### src/rtl/wt_req_rr_arbiter.sv
// Round-robin arbiter sharing one word-write master port among NUM_REQ requesters.
// The winner's address/data are latched and held until the downstream grant, which is returned to the owner.
module wt_req_rr_arbiter #(
    parameter int NUM_REQ = 4,
    parameter int ADDR_W  = 30,
    parameter int DATA_W  = 32,
    parameter int CNT_W   = 16
) (
    input  logic                        ACLK,
    input  logic                        ARESETn,
    input  logic [NUM_REQ-1:0]          req_i,
    input  logic [NUM_REQ*ADDR_W-1:0]   word_addr_i,
    input  logic [NUM_REQ*DATA_W-1:0]   data_i,
    output logic [NUM_REQ-1:0]          gnt_o,
    output logic                        wt_req_o,
    output logic [ADDR_W-1:0]           wt_word_addr_o,
    output logic [DATA_W-1:0]           wt_data_o,
    input  logic                        wt_gnt_i,
    output logic                        busy_o,
    output logic [$clog2(NUM_REQ)-1:0]  owner_o,
    output logic [CNT_W-1:0]            wr_cnt_o
);

    localparam int IDX_W = $clog2(NUM_REQ);

    typedef enum logic {IDLE, BUSY} state_t;

    state_t           state;
    logic [IDX_W-1:0] last_winner;
    logic [IDX_W-1:0] winner;
    logic             win_vld;

    // Scan starts just after the last winner, so the previous owner is always considered last.
    always_comb begin
        logic [IDX_W-1:0] idx;
        winner  = last_winner;
        win_vld = 1'b0;
        idx     = '0;
        for (int i = 1; i <= NUM_REQ; i++) begin
            idx = IDX_W'((int'(last_winner) + i) % NUM_REQ);
            if (!win_vld && req_i[idx]) begin
                winner  = idx;
                win_vld = 1'b1;
            end
        end
    end

    always_comb begin
        gnt_o = '0;
        if (state == BUSY && wt_gnt_i) begin
            gnt_o[owner_o] = 1'b1;
        end
    end

    always_ff @(posedge ACLK or negedge ARESETn) begin
        if (!ARESETn) begin
            state          <= IDLE;
            wt_req_o       <= 1'b0;
            busy_o         <= 1'b0;
            wt_word_addr_o <= '0;
            wt_data_o      <= '0;
            owner_o        <= '0;
            last_winner    <= IDX_W'(NUM_REQ - 1);
            wr_cnt_o       <= '0;
        end else begin
            case (state)
                IDLE: begin
                    if (win_vld) begin
                        owner_o        <= winner;
                        wt_word_addr_o <= word_addr_i[winner*ADDR_W +: ADDR_W];
                        wt_data_o      <= data_i[winner*DATA_W +: DATA_W];
                        wt_req_o       <= 1'b1;
                        busy_o         <= 1'b1;
                        state          <= BUSY;
                    end
                end
                BUSY: begin
                    // Request inputs are ignored here: no preemption, latched payload stays stable.
                    if (wt_gnt_i) begin
                        last_winner <= owner_o;
                        wr_cnt_o    <= wr_cnt_o + 1'b1;
                        wt_req_o    <= 1'b0;
                        busy_o      <= 1'b0;
                        state       <= IDLE;
                    end
                end
                default: state <= IDLE;
            endcase
        end
    end

endmodule

### config.mk
export PLATFORM = sky130hd
export DESIGN_NAME = wt_req_rr_arbiter
export DESIGN_NICKNAME = d
export VERILOG_FILES = /design/src/rtl/wt_req_rr_arbiter.sv
export SDC_FILE = /design/constraint.sdc
export NUM_CORES = 1
export LEC_CHECK = 0
export ABC_AREA = 1
export CAP_MARGIN = 20
export CORE_AREA = 2 2 110 166
export DETAILED_ROUTE_END_ITERATION = 8
export DIE_AREA = 0 0 112 168
export HOLD_SLACK_MARGIN = 0.02
export PLACE_DENSITY_LB_ADDON = 0.08
export SKIP_CTS_REPAIR_TIMING = 1
export SYNTH_ARGS = -nofsm -noshare
export SYNTH_HDL_FRONTEND = slang
export SYNTH_SLANG_ARGS = --single-unit
### constraint.sdc
create_clock -name ACLK -period 1.9 [get_ports ACLK]
set_clock_uncertainty 0.15 [all_clocks]
set_input_delay 0.285 -clock ACLK [delete_from_list [all_inputs] [get_ports ACLK]]
set_output_delay 0.285 -clock ACLK [all_outputs]
set_load 0.05 [all_outputs]
==> summary.md, run 1 <==
| Metric | Value |
|---|---|
| DPL Wire Length | `18280 um` |
| I/O Buffers | `340` |
| DIE WIDTH | `112 um` |
| I/O pin count | `341` |
| Slowest CP cell | `dfstp_2` |
| Crit path max-delay family | `simple AND/OR/NAND/NOR gates` |
| Antenna-violating nets left | `0` |
| Max-cap violations | `0` |
| Die ar. | `18820 um^2` |
| Synth area leaders | `dfrtp_1 33%, nand2_1 31%, nand3_1 16%` |
| Area grow syn2layout | `81.88%` |
| Pwr Total | `26.57 mW` |
| Drt drc | `0` |
| Initial antenna violation count | `0` |
| Starting density of the core | `35.07%` |
| CP dominant cell by count | `nand2_2` |
| Post-Syn Nets | `1279` |
| Yosys warns | `0` |
| Worst skew pair latency | `0.35 ns` |
| EDFF count, synth | `0` |
| Crit end category | `register` |
| Cell accounting for the most synthesized area | `dfrtp_1` |
| CP max FO | `8` |
| Crit path time final | `2.270 ns` |
| Most frequent cell after synthesis | `nand2_1` |
| Final TNS setup | `-21.82 ns` |
| Clock slew at reported path FFs | `0.08 ns` |
| Cell chain of the critical path | `inv_4 > nand2_2 > nand2_2 > nand2_2 > nand2_4 > nor2_4 > buf_4 > nand4_1 > nand2_2 > inv_8 > buf_12 > nand3_1 > nand2_1` |
| Std-Cell Rows | `60` |
| Place WS | `-0.4653 ns` |
| Vias in the first global route | `7227` |
| Synth cell types | `27` |
| Async set or reset register ratio after synthesis | `100.0%` |
| Die Height | `168 um` |
| CP Class | `reg -> reg` |
| Adder-cell area share of the yosys netlist | `0.2031%` |
| CTS sink count | `84` |
| Hold Violations, Final | `0` |
| Yosys reg bits | `84` |
| Outcome | `finished with violations` |
| Post-synthesis simple-gate area fraction | `50.59%` |
| Post-synth top area share | `33.31%` |
| First-pass GRT wire length | `37180 um` |
| CP required | `1.99 ns` |
| Combinational family with the most area after synthesis | `simple AND/OR/NAND/NOR gates` |
| Buffer and inverter count on the worst path | `4` |
| Unrepaired setup endpoints after global routing | `yes` |
| H-tree depth | `3` |
| Post-synthesis sequential area ratio | `34.16%` |
| Post-Route WL | `27490 um` |
| Pleak | `5.962 nW` |
| Max clock buf depth | `2` |
| Fill cells | `1669` |
| Worst Hold Class | `in -> reg` |
| Failing checks | `negative setup slack` |
| 1st-iter DRT viols | `554` |
| Vias | `7928` |
| Compound-Gate Fraction of Synth Area | `0.6296%` |
| Core Region | `17570 um^2` |
| GPL Wtd Cong | `0.8634` |
| Slew Limit Fails | `0` |
| Largest net degree at the start of global routing | `85` |
| Post-synth top cells | `512 x nand2_1, 197 x nand3_1, 105 x inv_1, 82 x dfrtp_1, 36 x buf_2` |
| Maximum VDD drop | `0.001357 V` |
| Grt ovf | `0` |
| Vias per cell | `4.870` |
| First drt pass iteration count | `5` |
| Final core occ | `63.79%` |
| Nets | `1662` |
| Slew HR | `66.24%` |
| Antenna diodes | `0` |
| Worst Slack Setup Final | `-0.3705 ns` |
| Post-Synth XOR/XNOR Area | `2.132%` |
| CTS tree | `done` |
| Clock root buffer | `clkbuf_16` |
| Setup Viol. Count Final | `66` |
| TritonCTS buffer count | `9` |
| Mapped Cells | `1023` |
| Worst-Margin Slew | `0.5064 ns` |
| Tot GR Track Use | `24.76%` |
| Final Cycle Share | `119.5%` |
| Mapped Area | `6161 um^2` |
| Placed Cells incl. Taps | `1580` |
| Mux contribution to synthesized area | `0%` |
| Worst path max stage delay | `0.61 ns` |
| Power per cell area | `2371 nW/um^2` |
| Fraction of layout cells with a size suffix above 1 | `18.64%` |
| Max Fclk | `440.4 MHz` |
| Startpoint types | `register` |
| Syn Area/Cell | `6.022 um^2` |
| Non-filler instance count after layout | `1628` |
| Critical path arrival | `2.36 ns` |
| Synth Flop Type | `dfrtp_1` |
| Wirelength per Cell | `16.88 um` |
-- flip-flops by register name (all words and copies together), names as in the netlist --
signal          flops
busy_o              1
last_winner         2
owner_o             2
state               1
wr_cnt_o           16
wt_data_o          32
wt_word_addr_o     30
-- cell usage in the layout (no fill, tap or decap), types with 5 or more instances in the layout --
cell	n
nand2_1	482
clkdlybuf4s50_1	252
nand3_1	185
buf_4	124
inv_1	105
dfrtp_1	82
nand2_2	27
buf_12	23
clkbuf_16	21
buf_6	15
nor2_1	13
nand3_2	10
nand2_4	10
xor2_1	9
xnor2_1	6
inv_8	6
o21ai_0	5
nand3_4	5
-- area by class of cell --
class / count / area [um^2] / share of cell area [%]
Clock inverter: 7 / 71.32 / 0.6364
Tap cell: 217 / 271.5 / 2.423
Clock buffer: 9 / 225.2 / 2.010
Sequential cell: 84 / 2105 / 18.78
Inverter: 111 / 452.9 / 4.042
Multi-Input combinational cell: 767 / 3575 / 31.90
Timing Repair Buffer: 433 / 4506 / 40.21
-- logic make-up after synthesis --
logic type,count (synthesis)
simple gates,744
buf+inv,172
flops,84
xor+xnor,15
compound gates,7
fa+ha+maj,1
-- where the power goes --
group | total [mW] | switching (mW) | leakage [nW] | internal, mW
combinational | 21.5 | 13.0 | 4.78 | 8.49
clock | 1.82 | 0.879 | 0.149 | 0.940
sequential | 3.25 | 0.564 | 1.03 | 2.69
total | 26.6 | 14.5 | 5.96 | 12.1
-- metrics by stage --
step                      cell area (um^2)  hold slack [ns]
after floorplan                       6321          -0.1606
after global placement               10140           0.2153
after detailed placement             10140           0.2150
after CTS                            10440          -0.1599
after global routing                 11210          0.08115
final                                11210          0.03938
-- path summary, 6_finish.rpt --
path                       cells after the start            endpoint  slack, ns           start
hold / removal                                 2               state       0.04        wt_gnt_i
min in group asynchronous                      3  wt_word_addr_o[14]       0.36         ARESETn
max in group asynchronous                      3      last_winner[0]       0.83         ARESETn
hold reg to reg                                1        wr_cnt_o[15]       0.32    wr_cnt_o[15]
setup reg to reg                              13       wt_data_o[22]      -0.37  last_winner[1]
setup / recovery                              13       wt_data_o[22]      -0.37  last_winner[1]
-- worst reg2reg max path: stages (launching register included) --
cell and delay [ns]:
dfstp_2 0.61, inv_4 0.06, nand2_2 0.07, nand2_2 0.07, nand2_2 0.10, nand2_4 0.09, nor2_4 0.13, buf_4 0.13
nand4_1 0.10, nand2_2 0.20, inv_8 0.10, buf_12 0.16, nand3_1 0.12, nand2_1 0.06
-- metal layers --
layer	vias up	track usage, %	part of all wire [%]
met2	362	43.93	52
met3	42	5.832	7.5
met1	3608	29.41	37
met5	-	0	0
li1	3916	-	-
met4	0	8.112	2.6
(Power assumes the default switching activity.)
==> run 2, diff against run 1 <==
CORE_AREA = 2 2 172 107   (was 2 2 110 166)
DIE_AREA = 0 0 174 109   (was 0 0 112 168)
==> run 2 against run 1 <==
The flow still finishes with violations (negative setup slack); final cell count is essentially flat; clock power shrank 9%; total power shrank 3.4%; combinational power shrank 4%; design area shrank 2.3%; setup slack lost 0.010 ns; hold slack gained 0.17 ns; critical endpoint is now wt_data_o[18]; largest cell class unchanged; largest power group unchanged.
==> summary.md, run 2 (same netlist as run 1, synthesis figures left out) <==
| Metric | Value |
|---|---|
| Worst path max stage delay | `0.61 ns (about the same)` |
| Max FFs per register | `32 (unchanged)` |
| Clock power share | `6.5% (-0.3 points)` |
| DPL Wire Length | `18280 um (about the same)` |
| Antenna-violating nets left | `0 (unchanged)` |
| Vias | `7730 (-2.5%)` |
| Fill cells | `1652 (-1.0%)` |
| Largest net degree at the start of global routing | `43 (-49%)` |
| Setup Viol. Count Final | `66 (unchanged)` |
| Clock slew at reported path FFs | `0.07 ns (about the same)` |
| Die ar. | `18970 um^2 (+0.80%)` |
| Critical path arrival | `2.34 ns (-0.02 ns)` |
| Reg-to-reg slack, setup | `-0.38 ns (about the same)` |
| Sw frac | `54.73% (+0.34 points)` |
| Wirelength per Cell | `16.04 um (-5.0%)` |
| Nets | `1640 (-1.3%)` |
| Non-filler instance count after layout | `1629 (+0.061%)` |
| Slew Limit Fails | `0 (unchanged)` |
| CP required | `1.96 ns (-0.03 ns)` |
| CP max FO | `18 (+10)` |
| Drt drc | `0 (unchanged)` |
| Met2 routed WL | `12080 um (-16%)` |
| Multi-input combinational cell area | `3552 um^2 (-0.63%)` |
| Outcome | `finished with violations` |
| Maximum VDD drop | `0.001467 V (+8.1%)` |
| Tot GR Track Use | `24.88% (+0.12 points)` |
| H-tree depth | `3 (unchanged)` |
| CP Class | `reg -> reg` |
| Slew HR | `74.03% (+7.8 points)` |
| Worst R2R Start | `last_winner[0]` |
| Max Fclk | `438.4 MHz (-0.46%)` |
| Top reg by flops | `wt_data_o` |
| P_sw | `14.04 mW (-2.8%)` |
| Pwr Total | `25.66 mW (-3.4%)` |
| Routed length on met3 | `2002 um (-3.4%)` |
| GPL Wtd Cong | `0.8701 (+0.78%)` |
| Hold Violations, Final | `0 (unchanged)` |
| First-pass GRT wire length | `37430 um (+0.67%)` |
| Startpoint types | `register` |
| Vias in the first global route | `7102 (-1.7%)` |
| Cell chain of the critical path | `inv_4 > nand2_1 > nand2_2 > nand2_2 > nand2_4 > nand2_4 > nand3_4 > buf_6 > buf_12 > nand3_1 > nand3_1 > nand3_1 > nand2_1` |
| Die Height | `109 um (-35%)` |
| Most frequent cells in the layout | `492 x nand2_1, 253 x clkdlybuf4s50_1, 183 x nand3_1` |
| DR top layer | `met4` |
| Clock root buffer | `clkbuf_16` |
| R2R depth | `13 (unchanged)` |
| Commonest non-fill, non-tap cell in the layout | `nand2_1` |
| Worst skew pair latency | `0.34 ns (about the same)` |
| I/O pin count | `341 (unchanged)` |
| Worst Slack Setup Final | `-0.3809 ns (-0.01047 ns)` |
| DIE WIDTH | `174 um (+55%)` |
| Place WS | `-0.4683 ns (-0.003014 ns)` |
| Int Power | `11.62 mW (-4.1%)` |
| Worst Hold Class | `in -> async` |
| Starting density of the core | `35.21% (+0.14 points)` |
| CTS tree | `done` |
| FF+latch area | `2105 um^2 (unchanged)` |
| Std-Cell Rows | `38 (-37%)` |
| Max clock buf depth | `2 (unchanged)` |
| Worst-Margin Slew | `0.3896 ns (-0.1167 ns)` |
| Failing checks | `negative setup slack` |
| Initial antenna violation count | `0 (unchanged)` |
| Met1 Wirelength | `11580 um (+13%)` |
| Crit end category | `register` |
| Unrepaired setup endpoints after global routing | `yes` |
| I/O Buffers | `340 (unchanged)` |
| Grt ovf | `0 (unchanged)` |
| Placed Cells incl. Taps | `1597 (+1.1%)` |
| 1st-iter DRT viols | `592 (+6.9%)` |
| Pleak | `5.809 nW (-2.6%)` |
| Reg2Reg Capture Point | `wt_data_o[18]` |
| Vias per cell | `4.745 (-2.6%)` |
| First drt pass iteration count | `5 (unchanged)` |
| Combinational power share | `80.7% (-0.2 points)` |
| Area grow syn2layout | `77.66%` |
| Final Cycle Share | `120.0% (+0.55 points)` |
| Top flop regs | `wt_data_o x32, wt_word_addr_o x30, wr_cnt_o x16` |
| Power per cell area | `2344 nW/um^2 (-1.1%)` |
| CTS sink count | `84 (unchanged)` |
| Fraction of layout cells with a size suffix above 1 | `16.85% (-1.8 points)` |
| CP dominant cell by count | `nand3_1` |
| Slowest CP cell | `dfstp_2` |
| Crit path time final | `2.281 ns (+0.01047 ns)` |
| Core Region | `17500 um^2 (-0.40%)` |
| Seq pwr share | `12.8% (+0.6 points)` |
| Antenna diodes | `0 (unchanged)` |
| Post-Route WL | `26130 um (-4.9%)` |
| Max-cap violations | `0 (unchanged)` |
| TritonCTS buffer count | `9 (unchanged)` |
==> run 2: changes by cell type in the layout (fill, tap and decap cells not counted), moves of 3 or more <==
cell / change
buf_12: +4
buf_4: -14
buf_6: -8
inv_8: -5
nand2_1: +10
nand2_2: -7
nand2_4: -3
nand3_2: +4
==> run 2: final cells by class <==
type	instances	share of cell area (%)
tap	240	2.743
multi-input combinational	768	32.45
sequential	84	19.23
inverter	111	3.967
clock buffer	9	2.058
clock inverter	7	0.4687
timing repair buffer	410	39.08
==> run 2: critical path: cells and delay by family (launching register included) <==
kind / cells / cell delay, ns
flops: 1 / 0.61
buf+inv: 3 / 0.42
simple gates: 10 / 0.98
==> run 2: per-layer routing <==
layer  vias up  global-route usage (%)
li1       3870                       -
met1      3533                   32.15
met2       295                   41.66
met3        32                   6.485
met4         0                   6.723
met5         -                       0
==> run 2: worst max path at each step <==
stage	startpoint	end	slack, ns	depth (start not counted)
global placement	req_i[0]	wt_word_addr_o[6]	-0.39	14
detailed placement	req_i[1]	wt_word_addr_o[16]	-0.47	15
floorplan	last_winner[0]	wt_word_addr_o[10]	-0.10	16
CTS	last_winner[0]	wt_data_o[23]	-0.39	12
finish	last_winner[0]	wt_data_o[18]	-0.38	13
global route	last_winner[0]	wt_data_o[2]	-0.51	15
==> run 2: power by group through the flow <==
stage / Sequential [mW] / Clock (mW) / Combinational (mW)
CTS: 3.28 / 1.70 / 18.0
global route: 3.39 / 1.79 / 22.5
finish: 3.30 / 1.66 / 20.7
detailed placement: 3.28 / 0 / 17.9
global placement: 3.29 / 0 / 17.7
floorplan: 5.78 / 0 / 9.49
==> run 2: metrics by stage <==
| step | setup TNS (ns) | hold WS [ns] | cell area [um^2] | util, % |
|---|---|---|---|---|
| 4_1_cts | -22.45 | -0.3682 | 10440 | 59.66 |
| 6_report | -20.96 | 0.2129 | 10950 | 62.56 |
| 3_5_place_dp | -27.12 | -0.0006452 | 10160 | 58.08 |
| 3_3_place_gp | -23.35 | 0.0002819 | 10160 | 58.08 |
| 5_1_grt | -29.49 | 0.2173 | 10950 | 62.56 |
| 2_1_floorplan | -5.732 | -0.1606 | 6321 | - |
